[config.mk]
export PLATFORM = sky130hd
export DESIGN_NAME = seq_shift_add_multiplier
export DESIGN_NICKNAME = d
export VERILOG_FILES = /design/src/rtl/seq_shift_add_multiplier.sv
export SDC_FILE = /design/constraint.sdc
export NUM_CORES = 1
export LEC_CHECK = 0
export CAP_MARGIN = 20
export CORE_ASPECT_RATIO = 2
export CORE_UTILIZATION = 55
export CTS_CLUSTER_SIZE = 20
export DETAILED_ROUTE_END_ITERATION = 10
export GPL_ROUTABILITY_DRIVEN = 1
export PLACE_DENSITY = 0.88
export SKIP_CTS_REPAIR_TIMING = 1
export SLEW_MARGIN = 20
export SYNTH_ARGS = -nofsm -noshare
export SYNTH_HDL_FRONTEND = slang
export SYNTH_SLANG_ARGS = --single-unit
[constraint.sdc]
create_clock -name clk -period 4.05 [get_ports clk]
set_input_delay 0.405 -clock clk [delete_from_list [all_inputs] [get_ports clk]]
set_output_delay 0.405 -clock clk [all_outputs]
set_load 0.05 [all_outputs]
[src/rtl/seq_shift_add_multiplier.sv]
// Unsigned sequential shift-and-add multiplier: one operand pair per start,
// full 2*WIDTH-bit product after WIDTH iterations, one-cycle done pulse.
module seq_shift_add_multiplier #(
  parameter int unsigned WIDTH = 8
) (
  input  logic               clk,
  input  logic               reset_,
  input  logic               start,
  input  logic [WIDTH-1:0]   a,
  input  logic [WIDTH-1:0]   b,
  output logic               busy,
  output logic               done,
  output logic [2*WIDTH-1:0] product
);

  localparam int unsigned CW = (WIDTH > 1) ? $clog2(WIDTH) : 1;
  localparam int unsigned PW = 2 * WIDTH;

  typedef enum logic [1:0] {
    S_IDLE = 2'd0,
    S_RUN  = 2'd1,
    S_DONE = 2'd2
  } state_t;

  state_t           state, state_next;
  logic             busy_next, done_next;
  logic [WIDTH-1:0] mcand, mcand_next;
  logic [WIDTH-1:0] acc, acc_next;
  logic [WIDTH-1:0] mplier, mplier_next;
  logic [CW-1:0]    count, count_next;
  logic [PW-1:0]    product_next;
  logic [WIDTH:0]   sum;

  // State, registered status decodes and datapath registers
  always_ff @(posedge clk or negedge reset_) begin
    if (!reset_) begin
      state   <= S_IDLE;
      busy    <= 1'b0;
      done    <= 1'b0;
      mcand   <= '0;
      acc     <= '0;
      mplier  <= '0;
      count   <= '0;
      product <= '0;
    end else begin
      state   <= state_next;
      busy    <= busy_next;
      done    <= done_next;
      mcand   <= mcand_next;
      acc     <= acc_next;
      mplier  <= mplier_next;
      count   <= count_next;
      product <= product_next;
    end
  end

  // Next-state, iteration datapath and status decodes
  always_comb begin
    state_next   = state;
    busy_next    = 1'b0;
    done_next    = 1'b0;
    mcand_next   = mcand;
    acc_next     = acc;
    mplier_next  = mplier;
    count_next   = count;
    product_next = product;
    // Carry-out lands in sum[WIDTH] and is shifted into acc, so nothing is lost
    sum = {1'b0, acc} + (mplier[0] ? {1'b0, mcand} : {(WIDTH+1){1'b0}});

    case (state)
      S_IDLE: begin
        if (start) begin
          mcand_next  = a;
          acc_next    = '0;
          mplier_next = b;
          count_next  = '0;
          state_next  = S_RUN;
          busy_next   = 1'b1;
        end
      end
      S_RUN: begin
        acc_next    = sum[WIDTH:1];
        mplier_next = {sum[0], mplier[WIDTH-1:1]};
        count_next  = count + CW'(1);
        if (count == CW'(WIDTH - 1)) begin
          product_next = {acc_next, mplier_next};
          state_next   = S_DONE;
          done_next    = 1'b1;
        end else begin
          busy_next = 1'b1;
        end
      end
      S_DONE: begin
        state_next = S_IDLE;
      end
      default: begin
        state_next = S_IDLE;
      end
    endcase
  end

endmodule

### After elaboration in Yosys (flattened, before gate mapping)

Cells that the tools add are included.
Widths: inputs -> output; s select.

| cells by class | value |
|---|---|
| add/subtract/negate cells | 2 |
| multipliers | 0 |
| div/mod/pow operators | 0 |
| magnitude comparators | 0 |
| equal/unequal tests | 4 |
| shifts and indexed selects | 0 |
| multiplexer cells | 15 |
| bitwise logic cells | 0 |
| reduce and logical (&&, ||, !) cells | 6 |

Operators by type and width:

| kind | number |
|---|---|
| $pmux 8 s2 | 2 |
| $mux 8 | 3 |
| $add 8x8->9 | 1 |
| $reduce_and 2->1 | 4 |
| $pmux 3 s2 | 1 |
| $mux 1 | 4 |
| $mux 2 | 2 |
| $ne 2x2->1 const B | 2 |
| $pmux 2 s2 | 1 |
| $add 3x1->3 const B | 1 |
| $eq 3x3->1 const B | 1 |
| $mux 3 | 1 |
| $eq 2x1->1 const B | 1 |
| $logic_not 2->1 | 1 |
| $pmux 1 s2 | 1 |
| $reduce_bool 2->1 | 1 |

| storage, ports and cells | value |
|---|---|
| flip-flop bits (word level) | 47 |
| latch bits | 0 |
| memory bits (writable) | 0 |
| bits in read-only memories | 0 |
| input port bits | 19 |
| output and inout bits | 18 |
| word-level logic and storage cells | 35 |
| memories kept | 0 |

### Longest topological paths before layout

| logic depth | value |
|---|---|
| depth in word-level cells | 3 |
| mapped depth | 8 |
| depth with buffers taken out | 8 |

### Worst setup path before layout

Ideal clock, no wire load.

| timing | value |
|---|---|
| path type | register -> register |
| start point | register mplier[0] |
| end point | register acc[5] |
| setup time | 0.130 ns |
| data arrival time | 1.890 ns |
| required time | 3.920 ns |
| slack | 2.030 ns |
| stages on the path, launching flop included | 9 |
| buffers on the path | 0 |
| period minus slack after synthesis | 2.020 ns |
| cell sequence | dfrtp_1 > and2_1 > ha_1 > fa_1 > a21oi_1 > o211ai_1 > a21oi_1 > xor2_1 > o21ai_0 |

| between the ends | value |
|---|---|
| cells in the longest elaborated chain, start to end | 3 |

Ends and longest elaborated chain:

| what | line | RTL |
|---|---|---|
| start: declaration | 29 | `logic [WIDTH-1:0] mplier, mplier_next;` |
| start signal: assignment | 51 | `mplier <= mplier_next;` |
| $mux 8 | 68 | `sum = {1'b0, acc} + (mplier[0] ? {1'b0, mcand} : {(WIDTH+1){1'b0}});` |
| $add 8x8->9 | 68 |  |
| $pmux 8 s2 | 70 | `case (state)` |
| end signal: assignment | 50 | `acc <= acc_next;` |
| end: declaration | 28 | `logic [WIDTH-1:0] acc, acc_next;` |

No other way between the ends.
A chain may end at the register's enable or synchronous reset.

### Worst setup path after layout

| timing | value |
|---|---|
| start point | register mplier[0] |
| end point | register product[13] |

| between the ends | value |
|---|---|
| cells in the longest elaborated chain, start to end | 2 |

Ends and longest elaborated chain:

| what | line | RTL |
|---|---|---|
| $mux 8 | 68 |  |
| $add 8x8->9 | 68 |  |
| end signal: assignment | 53 | `product <= product_next;` |
| end: declaration | 13 | `output logic [2*WIDTH-1:0] product` |

No other way between the ends.

==> metrics.yaml <==
cp_num_buf_inv: 0
clock.fmax_mhz: 436
ios: 37
syn-num-nets: 226
clk_path_buf_depth: 2
fillers: 313
design.die.area_mm2: 0.00444
cp_max_fo: 9
port_buffers: 36
tritoncts_clock_tree: "done"
grt_setup_unrepaired: "no"
cts-buffers-inserted: 5
placeableCoreArea_mm2: 0.00392
internal_dissipation_uw: 1250
post_route_cells_drive_above_1_share: 0.155
power.share.sequential: 0.383
cellLeakagePower_uw: 0.00125
timing_max_transition_violations_final: 0
worst_path_most_repeated_cell: "a21oi_1"
vias_in_the_first_global_route: 1656
cts.root.buffer_cell: "clkbuf_8"
cellPowerDensity_mw_per_mm2: 794
placement.setup.worst_slack_ns: 1.80
crit_path_end_kind: "register"
worstRegToRegCells: 8
crit_path_max_incr_delay_ns: 0.45
route.detailed.drc: 0
final.setup_skew_ns: 0.0116
critical_path_required_ns: 4.22
finalSetupViolCount: 0
clk_pin_slew_worst_paths_ns: 0.09
post_synth_instance_area_mm2: 0.00229
number_of_enable_type_register_cells_in_the_synthesized_netlist: 0
finalSetupTns_ns: 0
routed_via_density: 5.51
regToRegSetupSlack_ns: 1.75
drt_pre_antenna_iters: 4
timing.final.ws_setup_ns: 1.75
pin_count_of_the_biggest_net_entering_global_routing: 48
max_cap_viol_count: 0
yosys_register_bits: 47
dieWidth_um: 47.6
setup.worst_path.start_class: "register"
finalCritPeriodShare: 0.567
critical_path.cell_chain: "and2_1, ha_1, fa_1, a21oi_1, o211ai_1, a21oi_1, xor2_1, o21ai_0"
groute.usage.overall: 0.243
detailroute.via_count: 1560
synth_top_flop_cell: "dfrtp_1"
worst_r2r_startpoint: "mplier[0]"
post-route-min-period_ns: 2.30
clock_network_latency_to_the_later_pin_of_the_worst_skew_pair_ns: 0.30
syn2layout_area_growth_pct: 19.2
drt-initial-drc-count: 21
clock_sinks: 47
outcome: "finished, final reports clean"
number_of_nets_in_the_final_layout: 261
totalWireLength_mm: 4.50
finalWeightedCongestion: 0.906
hpwlAfterDp_mm: 3.34
synth-seq-area-share: 0.514
floorplan.initialDensity: 0.584
tightestPinTransition_ns: 1.05
crit-reg2reg-capture: "product[13]"
rows: 32
synth_cell_type_count: 31
swShare: 0.421
hold_violations: 0
number_of_antenna_violations_at_the_first_check_in_global_routing: 0
cpLargestDelayFamily: "compound AO/OA/AOI/OAI gates"
n_antenna_cell: 0
grt_first_pass_wirelength_mm: 7.57
antenna_violating_nets_post_route: 0
routedWlPerCell_um: 15.9
number_of_levels_in_the_clock_h_tree: 2
async_reset_ff_frac: 1.00
power_frac_comb: 0.491
slew_headroom: 0.296
power_frac_clock: 0.127
power.ir.vdd_worst_v: 0.000467
grt_overflow_total: 0
worst_hold_path_type: "input port to asynchronous set/reset pin"
yosys_warnings: 0
dieHeight_um: 93.2
timing.setup.critical_path_class: "register to register"
cells_after_synthesis: 196
synth.avg_cell_area_um2: 11.7
crit_arrival_ns: 2.47
timing.critical_path.slowest_stage_cell: "dfrtp_1"
p_sw_uw: 913
## cell type report
| class | instances | area (um^2) | area share |
|---|---|---|---|
| sequential | 47 | 1180 | 0.431 |
| multi-input combinational | 138 | 1040 | 0.379 |
| timing repair buffer | 36 | 358 | 0.131 |
| clock buffer | 6 | 72.6 | 0.0266 |
| tap | 51 | 63.8 | 0.0234 |
| clock inverter | 2 | 12.5 | 0.00458 |
| inverter | 3 | 11.3 | 0.00412 |
## cells in the final DEF, fill, tap and decap left out, drive strengths merged
cell / synthesis / layout
a211oi: 1 / 1
a21o: 1 / 1
a21oi: 16 / 16
a22o: 3 / 3
a22oi: 7 / 7
and2: 8 / 8
and2b: 8 / 8
and3b: 1 / 1
buf: 7 / 1
clkbuf: 1 / 6
clkdlybuf4s50: 0 / 35
clkinv: 0 / 1
clkinvlp: 0 / 1
dfrtp: 47 / 47
fa: 1 / 1
ha: 10 / 10
inv: 3 / 3
mux2: 17 / 17
nand2: 22 / 22
nand2b: 1 / 1
nor2: 3 / 3
nor2b: 3 / 3
o211ai: 2 / 2
o21a: 1 / 1
o21ai: 25 / 25
o21bai: 2 / 2
xnor2: 1 / 1
xor2: 5 / 5
## synthesized netlist by cell type, types with 2 or more instances
master | instances | area [um^2]
nor2b_4 | 2 | 27.5
and2_1 | 8 | 50.1
ha_1 | 10 | 125
xor2_1 | 5 | 43.8
buf_6 | 2 | 22.5
and2b_2 | 7 | 61.3
a22oi_1 | 7 | 52.6
dfrtp_1 | 47 | 1180
o21ai_0 | 25 | 125
inv_1 | 3 | 11.3
mux2_2 | 5 | 56.3
a22o_1 | 3 | 26.3
nor2_1 | 3 | 11.3
buf_2 | 4 | 20.0
mux2_4 | 12 | 180
a21oi_1 | 16 | 80.1
nand2_1 | 21 | 78.8
o21bai_1 | 2 | 15.0
o211ai_1 | 2 | 15.0
## flip-flops by register name, indices dropped and copies added, names as in the netlist
name and flops:
acc 8, busy 1, count 3, done 1
mcand 8, mplier 8, product 16, state 2
## per-stage QoR
| stage | hold slack [ns] | std cells | power [uW] | util | cell area, um^2 |
|---|---|---|---|---|---|
| final | 0.0962 | 283 | 2170 | 0.696 | 2730 |
| after global routing | 0.141 | 283 | 2310 | 0.696 | 2730 |
| after CTS | 0.306 | 283 | 2180 | 0.695 | 2730 |
| after detailed placement | 0.479 | 275 | 1900 | 0.673 | 2640 |
| after global placement | 0.461 | 275 | 1870 | 0.673 | 2640 |
| after floorplan | 0.109 | 196 | 1600 | - | 2290 |
## worst max-delay path by stage
stage	from	to	depth (start not counted)
floorplan	mplier[0]	acc[5]	8
global placement	mplier[0]	product[13]	8
detailed placement	mplier[0]	product[13]	8
CTS	mplier[0]	product[13]	8
global route	mplier[0]	acc[5]	8
finish	mplier[0]	product[13]	8
## kinds of logic after synthesis
| kind of cell | count (synthesis) | share of synthesized area |
|---|---|---|
| compound gates | 58 | 0.147 |
| xor+xnor | 6 | 0.0230 |
| fa+ha+maj | 11 | 0.0634 |
| buf+inv | 11 | 0.0339 |
| flops | 47 | 0.514 |
| mux | 17 | 0.103 |
| simple gates | 46 | 0.116 |
## power by group through the flow
stage	Sequential (uW)	Combinational, uW	Clock [uW]
3_3_place_gp	831	1040	0
2_1_floorplan	1020	573	0
4_1_cts	829	1070	280
6_report	829	1060	275
3_5_place_dp	835	1070	0
5_1_grt	857	1160	297
## per-layer routing
metal,GRT usage,wire length (um),up-vias
li1,-,-,750
met1,0.270,1670,764
met2,0.412,2530,33
met3,0.0405,112,13
met4,0.132,195,0
met5,0,0,-
Power figures use the tool's default switching activity.
